<file path="src/rtl/bank_resp_arb_pkg.sv">
// bank_resp_arb_pkg
//   Shared types and default widths for the bank response arbiter.
//   bank_resp_t  : one response payload {addr, data, id} at default widths
//   bank_idx_t   : bank index at the default bank count
//   wrap_inc     : increment an index modulo a count (round-robin pointer step)
package bank_resp_arb_pkg;

    localparam int DEF_NUM_BANKS    = 8;
    localparam int DEF_ADDR_W       = 32;
    localparam int DEF_DATA_W       = 32;
    localparam int DEF_ID_W         = 32;
    localparam int DEF_WAIT_W       = 8;
    localparam int DEF_STARVE_LIMIT = 16;
    localparam int DEF_IDX_W        = $clog2(DEF_NUM_BANKS);

    typedef logic [DEF_IDX_W-1:0] bank_idx_t;

    typedef struct packed {
        logic [DEF_ADDR_W-1:0] addr;
        logic [DEF_DATA_W-1:0] data;
        logic [DEF_ID_W-1:0]   id;
    } bank_resp_t;

    function automatic int wrap_inc(input int idx, input int count);
        return (idx + 1 >= count) ? 0 : idx + 1;
    endfunction

endpackage

</file>
<file path="src/rtl/bank_response_arbiter_rr_priority_picker.sv">
// rr_priority_picker
//   Combinational rotating-priority picker. Finds the first set bit of req at
//   or above start, wrapping to bit 0 when nothing is set above start.
//   Ports:
//     req   in  [N-1:0]      request vector
//     start in  [IDX_W-1:0]  highest-priority position
//     grant out [N-1:0]      one-hot grant (zero when found=0)
//     idx   out [IDX_W-1:0]  index of the granted bit (zero when found=0)
//     found out              any request set
module rr_priority_picker
    import bank_resp_arb_pkg::*;
#(
    parameter int N     = DEF_NUM_BANKS,
    parameter int IDX_W = $clog2(N)
) (
    input  logic [N-1:0]     req,
    input  logic [IDX_W-1:0] start,
    output logic [N-1:0]     grant,
    output logic [IDX_W-1:0] idx,
    output logic             found
);

    logic             hi_found;
    logic [IDX_W-1:0] hi_idx;
    logic             lo_found;
    logic [IDX_W-1:0] lo_idx;

    // Two descending scans: the last hit written is the lowest index. The
    // "hi" scan only considers positions >= start, the "lo" scan everything,
    // which covers the wrapped part of the search.
    always_comb begin
        hi_found = 1'b0;
        hi_idx   = '0;
        lo_found = 1'b0;
        lo_idx   = '0;
        for (int i = N - 1; i >= 0; i--) begin
            if (req[i]) begin
                lo_found = 1'b1;
                lo_idx   = IDX_W'(i);
                if (IDX_W'(i) >= start) begin
                    hi_found = 1'b1;
                    hi_idx   = IDX_W'(i);
                end
            end
        end
    end

    always_comb begin
        found = lo_found;
        idx   = '0;
        grant = '0;
        if (hi_found) begin
            idx = hi_idx;
        end else if (lo_found) begin
            idx = lo_idx;
        end
        if (found) begin
            grant = N'(1) << idx;
        end
    end

endmodule

</file>
<file path="src/rtl/bank_response_arbiter.sv">
// bank_response_arbiter
//   Merges per-bank response queues of one rank into a single registered
//   response channel. Round-robin arbitration with a starvation override:
//   any valid bank whose wait count reached STARVE_LIMIT wins, lowest index
//   first. The winner is presented through a one-entry output register.
//
//   Ports:
//     clk, reset        clock, synchronous active-high reset
//     bank_resp_valid   in  [NUM_BANKS]          per-bank response valid
//     bank_resp_ready   out [NUM_BANKS]          per-bank accept (one-hot/zero),
//                                                combinational from valid
//     bank_resp_addr    in  [NUM_BANKS*ADDR_W]   bank i at slice i
//     bank_resp_data    in  [NUM_BANKS*DATA_W]
//     bank_resp_id      in  [NUM_BANKS*ID_W]
//     out_valid/ready   merged response handshake
//     out_addr/data/id  merged payload
//     out_bank          source bank of the presented response
//
//   Optional build macro BANK_RESP_ARB_STATS_EN adds:
//     stat_grants         out [32]  grants made (wrapping)
//     stat_starve_grants  out [32]  grants made by the starvation override
module bank_response_arbiter
    import bank_resp_arb_pkg::*;
#(
    parameter int NUM_BANKS    = DEF_NUM_BANKS,
    parameter int ADDR_W       = DEF_ADDR_W,
    parameter int DATA_W       = DEF_DATA_W,
    parameter int ID_W         = DEF_ID_W,
    parameter int WAIT_W       = DEF_WAIT_W,
    parameter int STARVE_LIMIT = DEF_STARVE_LIMIT
) (
    input  logic                          clk,
    input  logic                          reset,
    input  logic [NUM_BANKS-1:0]          bank_resp_valid,
    output logic [NUM_BANKS-1:0]          bank_resp_ready,
    input  logic [NUM_BANKS*ADDR_W-1:0]   bank_resp_addr,
    input  logic [NUM_BANKS*DATA_W-1:0]   bank_resp_data,
    input  logic [NUM_BANKS*ID_W-1:0]     bank_resp_id,
    output logic                          out_valid,
    input  logic                          out_ready,
    output logic [ADDR_W-1:0]             out_addr,
    output logic [DATA_W-1:0]             out_data,
    output logic [ID_W-1:0]               out_id,
    output logic [$clog2(NUM_BANKS)-1:0]  out_bank
`ifdef BANK_RESP_ARB_STATS_EN
    ,
    output logic [31:0]                   stat_grants,
    output logic [31:0]                   stat_starve_grants
`endif
);

    localparam int IDX_W = $clog2(NUM_BANKS);
    localparam logic [WAIT_W-1:0] WAIT_MAX  = '1;
    localparam logic [WAIT_W-1:0] STARVE_TH = WAIT_W'(STARVE_LIMIT);

    // Parameter-width mirror of bank_resp_t so non-default widths still work.
    typedef struct packed {
        logic [ADDR_W-1:0] addr;
        logic [DATA_W-1:0] data;
        logic [ID_W-1:0]   id;
    } resp_t;

    logic [IDX_W-1:0]     rr_ptr;
    logic [WAIT_W-1:0]    wait_cnt [NUM_BANKS];
    logic [NUM_BANKS-1:0] starved;

    logic [NUM_BANKS-1:0] rr_grant;
    logic [IDX_W-1:0]     rr_idx;
    logic                 rr_found;
    logic [NUM_BANKS-1:0] st_grant;
    logic [IDX_W-1:0]     st_idx;
    logic                 st_found;

    logic [NUM_BANKS-1:0] win_grant;
    logic [IDX_W-1:0]     win_idx;
    logic                 slot_free;
    logic                 grant_fire;
    resp_t                win_resp;

    always_comb begin
        starved = '0;
        for (int i = 0; i < NUM_BANKS; i++) begin
            starved[i] = bank_resp_valid[i] && (wait_cnt[i] >= STARVE_TH);
        end
    end

    rr_priority_picker #(
        .N     (NUM_BANKS),
        .IDX_W (IDX_W)
    ) u_rr_pick (
        .req   (bank_resp_valid),
        .start (rr_ptr),
        .grant (rr_grant),
        .idx   (rr_idx),
        .found (rr_found)
    );

    rr_priority_picker #(
        .N     (NUM_BANKS),
        .IDX_W (IDX_W)
    ) u_starve_pick (
        .req   (starved),
        .start ('0),
        .grant (st_grant),
        .idx   (st_idx),
        .found (st_found)
    );

    // rr_found is simply "any bank valid", so it gates both grant sources.
    assign win_grant  = st_found ? st_grant : rr_grant;
    assign win_idx    = st_found ? st_idx   : rr_idx;
    assign slot_free  = !out_valid || out_ready;
    assign grant_fire = !reset && slot_free && rr_found;

    assign bank_resp_ready = grant_fire ? win_grant : '0;

    always_comb begin
        win_resp = '0;
        for (int i = 0; i < NUM_BANKS; i++) begin
            if (win_grant[i]) begin
                win_resp.addr = bank_resp_addr[i*ADDR_W +: ADDR_W];
                win_resp.data = bank_resp_data[i*DATA_W +: DATA_W];
                win_resp.id   = bank_resp_id[i*ID_W +: ID_W];
            end
        end
    end

    // Output register and round-robin pointer. A grant takes priority over a
    // plain drain, so a drain and a load at the same edge keep out_valid high.
    always_ff @(posedge clk) begin
        if (reset) begin
            out_valid <= 1'b0;
            out_addr  <= '0;
            out_data  <= '0;
            out_id    <= '0;
            out_bank  <= '0;
            rr_ptr    <= '0;
        end else if (grant_fire) begin
            out_valid <= 1'b1;
            out_addr  <= win_resp.addr;
            out_data  <= win_resp.data;
            out_id    <= win_resp.id;
            out_bank  <= win_idx;
            rr_ptr    <= IDX_W'(wrap_inc(int'(win_idx), NUM_BANKS));
        end else if (out_ready) begin
            out_valid <= 1'b0;
        end
    end

    // Wait counters: cleared when idle or granted, otherwise count up and
    // saturate. A blocked slot yields no grant, so every valid bank counts.
    always_ff @(posedge clk) begin
        for (int i = 0; i < NUM_BANKS; i++) begin
            if (reset) begin
                wait_cnt[i] <= '0;
            end else if (!bank_resp_valid[i] || bank_resp_ready[i]) begin
                wait_cnt[i] <= '0;
            end else if (wait_cnt[i] != WAIT_MAX) begin
                wait_cnt[i] <= wait_cnt[i] + WAIT_W'(1);
            end
        end
    end

`ifdef BANK_RESP_ARB_STATS_EN
    always_ff @(posedge clk) begin
        if (reset) begin
            stat_grants        <= '0;
            stat_starve_grants <= '0;
        end else if (grant_fire) begin
            stat_grants <= stat_grants + 32'd1;
            if (st_found) begin
                stat_starve_grants <= stat_starve_grants + 32'd1;
            end
        end
    end
`endif

endmodule

</file>
<file path="config.mk">
export PLATFORM = sky130hd
export DESIGN_NAME = bank_response_arbiter
export DESIGN_NICKNAME = d
export VERILOG_FILES = /design/src/rtl/bank_resp_arb_pkg.sv /design/src/rtl/bank_response_arbiter_rr_priority_picker.sv /design/src/rtl/bank_response_arbiter.sv
export SDC_FILE = /design/constraint.sdc
export NUM_CORES = 1
export LEC_CHECK = 0
export CAP_MARGIN = 10
export CORE_AREA = 5 5 339 341
export CTS_CLUSTER_SIZE = 24
export DETAILED_ROUTE_END_ITERATION = 7
export DIE_AREA = 0 0 344 346
export PLACE_DENSITY = 0.47
export RECOVER_POWER = 50
export SYNTH_ARGS = -nofsm -noshare
export SYNTH_HDL_FRONTEND = slang
export SYNTH_SLANG_ARGS = --single-unit
</file>
<file path="constraint.sdc">
create_clock -name clk -period 3.9 [get_ports clk]
set_input_delay 0.78 -clock clk [delete_from_list [all_inputs] [get_ports clk]]
set_output_delay 0.78 -clock clk [all_outputs]
set_load 0.05 [all_outputs]
</file>
=== Yosys cells after proc, flatten, opt, wreduce, memory -nomap -nowiden ===
Memory sizes are Yosys's and may differ from the RTL's.
Index checks and enable logic that the tools add are counted.

* Flip-flop bits (word level): 103
* Memory bits (writable): 64
* Bits of input ports: 779
* Output and inout bits: 108
* Word-level logic and storage cells: 245
* Memories: 1

* Add/subtract/negate cells: 9
* Order comparisons: 17
* Equality and inequality tests: 8
* Shift-type cells: 2
* Mux-type cells: 156
* Bitwise gates (word level): 16
* Reduce and logical (&&, ||, !) cells: 30

{| class="wikitable"
|+ Memories
! name !! words !! width !! read ports !! clocked after Yosys merged registers in !! write ports !! RTL line !! text
|-
| wait_cnt || 8 || 8 || 8 || 0 || 8 || bank_response_arbiter.sv:64 || <nowiki>logic [WAIT_W-1:0] wait_cnt [NUM_BANKS];</nowiki>
|}

{| class="wikitable"
|+ Operator list
! kind !! count
|-
| 2-to-1 mux 96 bit || 8
|-
| 2-to-1 mux 8 bit || 19
|-
| 2-to-1 mux 3 bit || 37
|-
| 2-to-1 mux 1 bit || 92
|-
| adder 8 x 1 -> 8 bit, second input constant || 8
|-
| greater-or-equal comparator 8 x 5 -> 1 bit, second input constant || 8
|-
| inequality test 8 bit, second input constant || 8
|-
| OR 1 bit || 16
|-
| left shift 1 x 3 -> 8 bit, first input constant || 2
|-
| greater-or-equal comparator 3 bit, first input constant || 4
|-
| logical AND 1 bit || 10
|-
| zero test 1 bit || 10
|-
| logical OR 1 bit || 9
|-
| greater-or-equal comparator 1 x 3 -> 1 bit, first input constant || 2
|-
| greater-or-equal comparator 2 x 3 -> 1 bit, first input constant || 2
|-
| adder 3 x 1 -> 4 bit, second input constant || 1
|-
| greater-or-equal comparator 4 bit, second input constant || 1
|-
| nonzero test 2 bit || 1
|}

=== Depth between registers and ports, before layout ===
* Word-level depth: 29
* Mapped depth: 13
* Gate-level depth less buffers: 11

=== By module ===
From an unflattened synthesis, not the netlist that was laid out.

* Cells, all modules: 2631
* Area total of the unflattened synthesis: 19636.3 um^2

{| class="wikitable"
|+ Modules (own cells, without submodules)
! module !! instances !! cells each !! area each (um^2) !! seq. area each (um^2)
|-
| bank_response_arbiter || 1 || 2511 || 18768.0 || 3983.8
|-
| rr_priority_picker || 2 || 60 || 434.2 || 0.0
|}

=== Worst setup path after synthesis ===
OpenSTA, ideal clock, no wires.

* Path kind: input-to-output
* From: input bank_resp_valid[7]
* To: output bank_resp_ready[0]
* Arrival: 3.429 ns
* Data required time: 3.120 ns
* Slack: -0.309 ns
* Stages on the path: 9
* Path buffers: 3
* Path through: buf_2 > or4_4 > nor2b_1 > o311a_1 > or3_4 > o41ai_4 > buf_4 > buf_4 > and2_1

* Cells in the longest elaborated chain, start to end: 20
* Elaborated cells between the ends (all ways): 72
* Those cells by class: 2 x shift; 68 x mux; 2 x reduce/logical

{| class="wikitable"
|+ RTL lines
! element !! RTL line !! text
|-
| start: declaration || bank_response_arbiter.sv:34 || <nowiki>input logic [NUM_BANKS-1:0] bank_resp_valid,</nowiki>
|-
| 2-to-1 mux 3 bit or 2-to-1 mux 1 bit (tied branches) || bank_response_arbiter_rr_priority_picker.sv:37 || <nowiki>if (req[i]) begin</nowiki>
|-
| 2-to-1 mux 3 bit or 2-to-1 mux 1 bit (tied branches) || bank_response_arbiter_rr_priority_picker.sv:40 || <nowiki>if (IDX_W'(i) >= start) begin</nowiki>
|-
| 2-to-1 mux 3 bit or 2-to-1 mux 1 bit (tied branches) || bank_response_arbiter_rr_priority_picker.sv:37 ||
|-
| 2-to-1 mux 3 bit or 2-to-1 mux 1 bit (tied branches) || bank_response_arbiter_rr_priority_picker.sv:40 ||
|-
| 2-to-1 mux 3 bit or 2-to-1 mux 1 bit (tied branches) || bank_response_arbiter_rr_priority_picker.sv:37 ||
|-
| 2-to-1 mux 3 bit or 2-to-1 mux 1 bit (tied branches) || bank_response_arbiter_rr_priority_picker.sv:40 ||
|-
| 2-to-1 mux 3 bit or 2-to-1 mux 1 bit (tied branches) || bank_response_arbiter_rr_priority_picker.sv:37 ||
|-
| 2-to-1 mux 3 bit or 2-to-1 mux 1 bit (tied branches) || bank_response_arbiter_rr_priority_picker.sv:40 ||
|-
| [4 not listed] || n/a ||
|-
| 2-to-1 mux 3 bit or 2-to-1 mux 1 bit (tied branches) || bank_response_arbiter_rr_priority_picker.sv:37 ||
|-
| 2-to-1 mux 3 bit or 2-to-1 mux 1 bit (tied branches) || bank_response_arbiter_rr_priority_picker.sv:40 ||
|-
| 2-to-1 mux 3 bit or 2-to-1 mux 1 bit (tied branches) || bank_response_arbiter_rr_priority_picker.sv:37 ||
|-
| 2-to-1 mux 3 bit || bank_response_arbiter_rr_priority_picker.sv:52 || <nowiki>if (hi_found) begin</nowiki>
|-
| left shift 1 x 3 -> 8 bit || bank_response_arbiter_rr_priority_picker.sv:58 || <nowiki>grant = N'(1) << idx;</nowiki>
|-
| 2-to-1 mux 8 bit || bank_response_arbiter_rr_priority_picker.sv:57 || <nowiki>if (found) begin</nowiki>
|-
| 2-to-1 mux 8 bit || bank_response_arbiter.sv:110 || <nowiki>assign win_grant = st_found ? st_grant : rr_grant;</nowiki>
|-
| 2-to-1 mux 8 bit (*) || bank_response_arbiter.sv:115 || <nowiki>assign bank_resp_ready = grant_fire ? win_grant : '0;</nowiki>
|-
| end: declaration || bank_response_arbiter.sv:35 || <nowiki>output logic [NUM_BANKS-1:0] bank_resp_ready,</nowiki>
|}

Every way passes the cells marked *; elsewhere a longest branch is shown, timed or not.

=== Worst setup path in the final report ===
* From: input bank_resp_valid[1]
* To: output bank_resp_ready[4]

* Cells in the longest elaborated chain, start to end: 8
* Elaborated cells between the ends (all ways): 24
* Those cells by class: 2 x shift; 20 x mux; 2 x reduce/logical

{| class="wikitable"
|+ RTL lines
! element !! RTL line !! text
|-
| 2-to-1 mux 3 bit or 2-to-1 mux 1 bit (tied branches) || bank_response_arbiter_rr_priority_picker.sv:37 ||
|-
| 2-to-1 mux 3 bit (tied with other cells) || bank_response_arbiter_rr_priority_picker.sv:37 ||
|-
| 2-to-1 mux 3 bit (tied with other cells) || bank_response_arbiter_rr_priority_picker.sv:54 || <nowiki>end else if (lo_found) begin</nowiki>
|-
| 2-to-1 mux 3 bit || bank_response_arbiter_rr_priority_picker.sv:52 ||
|-
| left shift 1 x 3 -> 8 bit || bank_response_arbiter_rr_priority_picker.sv:58 ||
|-
| 2-to-1 mux 8 bit || bank_response_arbiter_rr_priority_picker.sv:57 ||
|-
| 2-to-1 mux 8 bit || bank_response_arbiter.sv:110 ||
|-
| 2-to-1 mux 8 bit (*) || bank_response_arbiter.sv:115 ||
|}

Marks and branches as above.

==> impl_metrics.py <==
metrics = {
    "outcome": {
        "outcome": "finished clean",
    },
    "layout": {
        "design.final.nets": 3565,
        "final_util_pct": 25.3,
        "final_design_area_no_fill_mm2": 0.0282,
        "multiInputGateArea_mm2": 0.0103,
        "seqCellArea_mm2": 0.00399,
        "fill_cells": 12200,
        "layout_cells_sized_above_1_pct": 11.4,
        "area_growth_syn_to_layout_pct": 87.5,
    },
    "route": {
        "drc": 0,
        "totalWireLength_um": 127000,
        "detail_route.first_pass.iterations": 6,
        "vias": 21600,
        "drt.antenna.violating_nets": 0,
        "route.detailed.wl_per_inst_um": 29.5,
        "drt-initial-drc-count": 2332,
        "ratio_of_routed_vias_to_standard_cells": 5.03,
    },
    "floorplan": {
        "core_mm2": 0.112,
        "fp.dieArea_mm2": 0.119,
        "io_pins": 887,
        "die_height_um": 346,
        "floorplan.rows": 123,
        "die_width_um": 344,
        "start_util_pct": 13.5,
    },
    "sta": {
        "final_min_period_over_clock_period_pct": 98.0,
        "fmax_mhz": 262,
        "finalSetupViolations": 0,
        "slew_viol_final": 0,
        "setup_repair_after_global_routing_missed_its_margin": "no",
        "setup_slack_ns": 0.0773,
        "whs_ns": 0.459,
        "finalClockSkew_ns": 0.0314,
        "timing.final.hold_violations": 0,
        "fin_crit_ns": 3.82,
        "worstMarginPinSlew_ns": 1.27,
        "maxSlewHeadroom_pct": 15.3,
    },
    "placement": {
        "place.detailed.hpwl_um": 102000,
        "placement.setup.worst_slack_ns": -0.284,
        "globalplace.congestion": 0.919,
        "io_buffer_count": 886,
        "place_area_mm2": 0.0274,
    },
    "synth": {
        "number_of_synthesized_flops_with_an_enable_pin": 64,
        "mappedNetlistArea_mm2": 0.0150,
        "ys.warnings.count": 0,
        "postSynth.asyncResetShare_pct": 0,
        "post_synthesis_cell_type_count": 68,
        "syn-mean-instance-area_um2": 8.15,
        "synth_sequential_area_ratio_pct": 26.5,
        "synth_flop_cell": "sky130_fd_sc_hd__dfxtp_1",
        "syn-instance-count": 1845,
        "ys_ff_latch": 167,
        "synth_fp_nets": 2641,
    },
    "clock_tree": {
        "clk_root_buf": "sky130_fd_sc_hd__clkbuf_16",
        "cts_max_level": 4,
        "hold_buffers": 0,
        "worst_skew_pair.late_latency_ns": 0.54,
        "numCtsBuffers": 17,
        "clk_pin_slew_ns": 0.10,
        "tritoncts": "done",
        "numClockSinks": 167,
        "clk_path_buf_depth": 2,
    },
    "setup_path": {
        "setup.worst_path.class": "in -> out",
        "endpoint_kind": "output pin",
        "worst_path_largest_cell_delay_ns": 0.51,
        "cp_slowest_cell": "sky130_fd_sc_hd__or4_4",
        "cpMostUsedCell": "sky130_fd_sc_hd__buf_6",
        "worst_ep_required_time_ns": 3.12,
        "critPathMaxFanout": 4,
        "cp.arrival_ns": 3.04,
        "critPathLaunchType": "primary input",
        "crit_chain": "clkdlybuf4s50_1 > or4_4 > nor2b_4 > o311a_1 > buf_6 > nand2_4 > o31a_1 > clkbuf_1 > nor2_4 > buf_6",
    },
    "global_route": {
        "grt_max_degree": 58,
        "grt_usage_pct": 20.1,
        "globalRoute.totalOverflow": 0,
        "antenna_found_initial": 30,
        "via_count_of_the_first_global_routing_pass": 21500,
        "grt_first_pass_wirelength_um": 172000,
    },
    "power_and_ir_drop": {
        "power.static_leakage_nw": 9.92,
        "vdd_drop_max_uv": 377,
        "power.density_cell_area_mw_per_mm2": 566,
        "fin_total_pwr_mw": 16.0,
    },
    "min_path": {
        "hold_class": "reg -> reg",
    },
    "job": {
        "max-cap-violations": 0,
    },
}
-- metal layers --
layer	routed length, um	track usage, %	up-vias
li1	-	-	9523
met2	59100	32.7	1246
met3	10800	5.06	155
met4	3110	6.02	6
met5	47	0	-
met1	53700	26.3	10700
-- cell families after synthesis --
family          Yosys count  synth area share [%]
flops                   167                  26.5
simple gates            529                  16.4
fa+ha+maj                17                  1.41
compound gates          835                  46.2
xor+xnor                 48                  2.80
buf+inv                 249                  6.68
-- timing repair --
action | 4_1_cts | 5_1_grt
buffers inserted | 9 | 5
gates resized for setup | 37 | 5
endpoints found under the hold margin | 0 | 0
endpoints found under the setup margin | 8 | 8
pin swaps | 10 | 6
-- state kept, by name, summed over array words and instances (netlist names) --
signal and flops:
out_bank 3, rr_ptr 3, out_id 32, out_addr 32
out_data 32, wait_cnt 64, out_valid 1
-- cells in the final DEF, fill, tap and decap left out, types with 5 or more instances in the layout --
master | netlist | layout
sky130_fd_sc_hd__nor2_1 | 92 | 88
sky130_fd_sc_hd__o22ai_1 | 191 | 191
sky130_fd_sc_hd__clkdlybuf4s50_1 | 0 | 771
sky130_fd_sc_hd__inv_1 | 29 | 28
sky130_fd_sc_hd__a22o_1 | 97 | 97
sky130_fd_sc_hd__buf_12 | 0 | 55
sky130_fd_sc_hd__xnor2_1 | 17 | 17
sky130_fd_sc_hd__dfxtp_1 | 103 | 102
sky130_fd_sc_hd__inv_8 | 0 | 6
sky130_fd_sc_hd__nand4_1 | 8 | 8
sky130_fd_sc_hd__clkbuf_1 | 174 | 17
sky130_fd_sc_hd__nor2b_1 | 6 | 5
sky130_fd_sc_hd__a22oi_1 | 88 | 88
sky130_fd_sc_hd__nand2_1 | 143 | 140
sky130_fd_sc_hd__o41ai_4 | 3 | 7
sky130_fd_sc_hd__nor3_1 | 192 | 191
sky130_fd_sc_hd__a21oi_1 | 16 | 16
sky130_fd_sc_hd__diode_2 | 0 | 15
sky130_fd_sc_hd__a221o_1 | 190 | 190
sky130_fd_sc_hd__xor2_1 | 31 | 31
sky130_fd_sc_hd__o21ai_0 | 9 | 12
sky130_fd_sc_hd__nand3_1 | 42 | 41
sky130_fd_sc_hd__dlygate4sd3_1 | 0 | 100
sky130_fd_sc_hd__o211ai_1 | 5 | 5
sky130_fd_sc_hd__o221ai_1 | 96 | 96
sky130_fd_sc_hd__ha_1 | 17 | 17
sky130_fd_sc_hd__clkbuf_16 | 0 | 17
sky130_fd_sc_hd__nand2b_1 | 11 | 9
sky130_fd_sc_hd__and3_1 | 10 | 10
sky130_fd_sc_hd__o22a_1 | 96 | 95
sky130_fd_sc_hd__edfxtp_1 | 64 | 64
sky130_fd_sc_hd__buf_4 | 8 | 166
-- final timing paths --
| check | slack [ns] | depth (start not counted) | end | start |
|---|---|---|---|---|
| setup / recovery | 0.08 | 10 | bank_resp_ready[4] | bank_resp_valid[1] |
| hold / removal | 0.46 | 2 | out_bank[0]$_SDFFE_PP0P_ | out_bank[0]$_SDFFE_PP0P_ |
| setup reg to reg | 0.41 | 13 | out_data[13]$_SDFFE_PP0P_ | wait_cnt[0][22]$_SDFFCE_PN0P_ |
| hold reg to reg | 0.46 | 2 | out_bank[0]$_SDFFE_PP0P_ | out_bank[0]$_SDFFE_PP0P_ |
-- through the flow --
| step | setup TNS, ns | instances |
|---|---|---|
| after detailed placement | -18.85 | 4236 |
| after floorplan | -0.202 | 1845 |
| after CTS | 0 | 4277 |
| final | 0 | 4297 |
| after global placement | -17.54 | 4236 |
| after global routing | 0 | 4293 |
-- report_power, final --
group          internal (mW)  switching (mW)  leakage, nW
clock                  0.945            1.11        0.306
combinational           4.55            6.52         7.97
sequential              2.36           0.472         1.64
-- cells in the mapped netlist (all sizes together) (2+ instances only) --
library cell	number	area share, %
o22a	96	5.6
nor2b	6	0.25
o31ai	2	0.10
buf	45	1.6
o21a	2	0.10
o22ai	193	8.1
and3	10	0.42
a221o	190	13
or2	5	0.21
a21oi	16	0.53
inv	30	0.75
a22o	97	5.7
clkbuf	174	4.3
o211ai	5	0.25
or4	2	0.12
a21o	2	0.10
o41ai	11	1.2
nor2	92	2.3
nand3	42	1.4
xnor2	17	0.99
nand2	143	3.6
nand2b	11	0.46
or3	3	0.16
o221ai	96	5.6
o21ai	15	0.57
xor2	31	1.8
a22oi	88	4.4
ha	17	1.4
a211oi	2	0.13
o32a	2	0.13
and2	8	0.33
edfxtp	64	13
dfxtp	103	14
nor3	193	6.5
o21bai	2	0.10
a31oi	5	0.25
nand4	8	0.33
-- cell type report --
class,count,share of cell area (%)
Inverter,30,0.417
Clock inverter,15,0.750
Multi-Input combinational cell,1429,36.5
Antenna cell,15,0.133
Clock buffer,17,1.51
Sequential cell,167,14.1
Tap cell,1500,6.66
Timing Repair Buffer,1124,39.9
-- critical path: cells and delay by family --
kind / cells / cell delay [ns]
simple gates: 4 / 0.84
buf+inv: 4 / 0.89
compound gates: 2 / 0.53
Power figures use the tool's default switching activity.
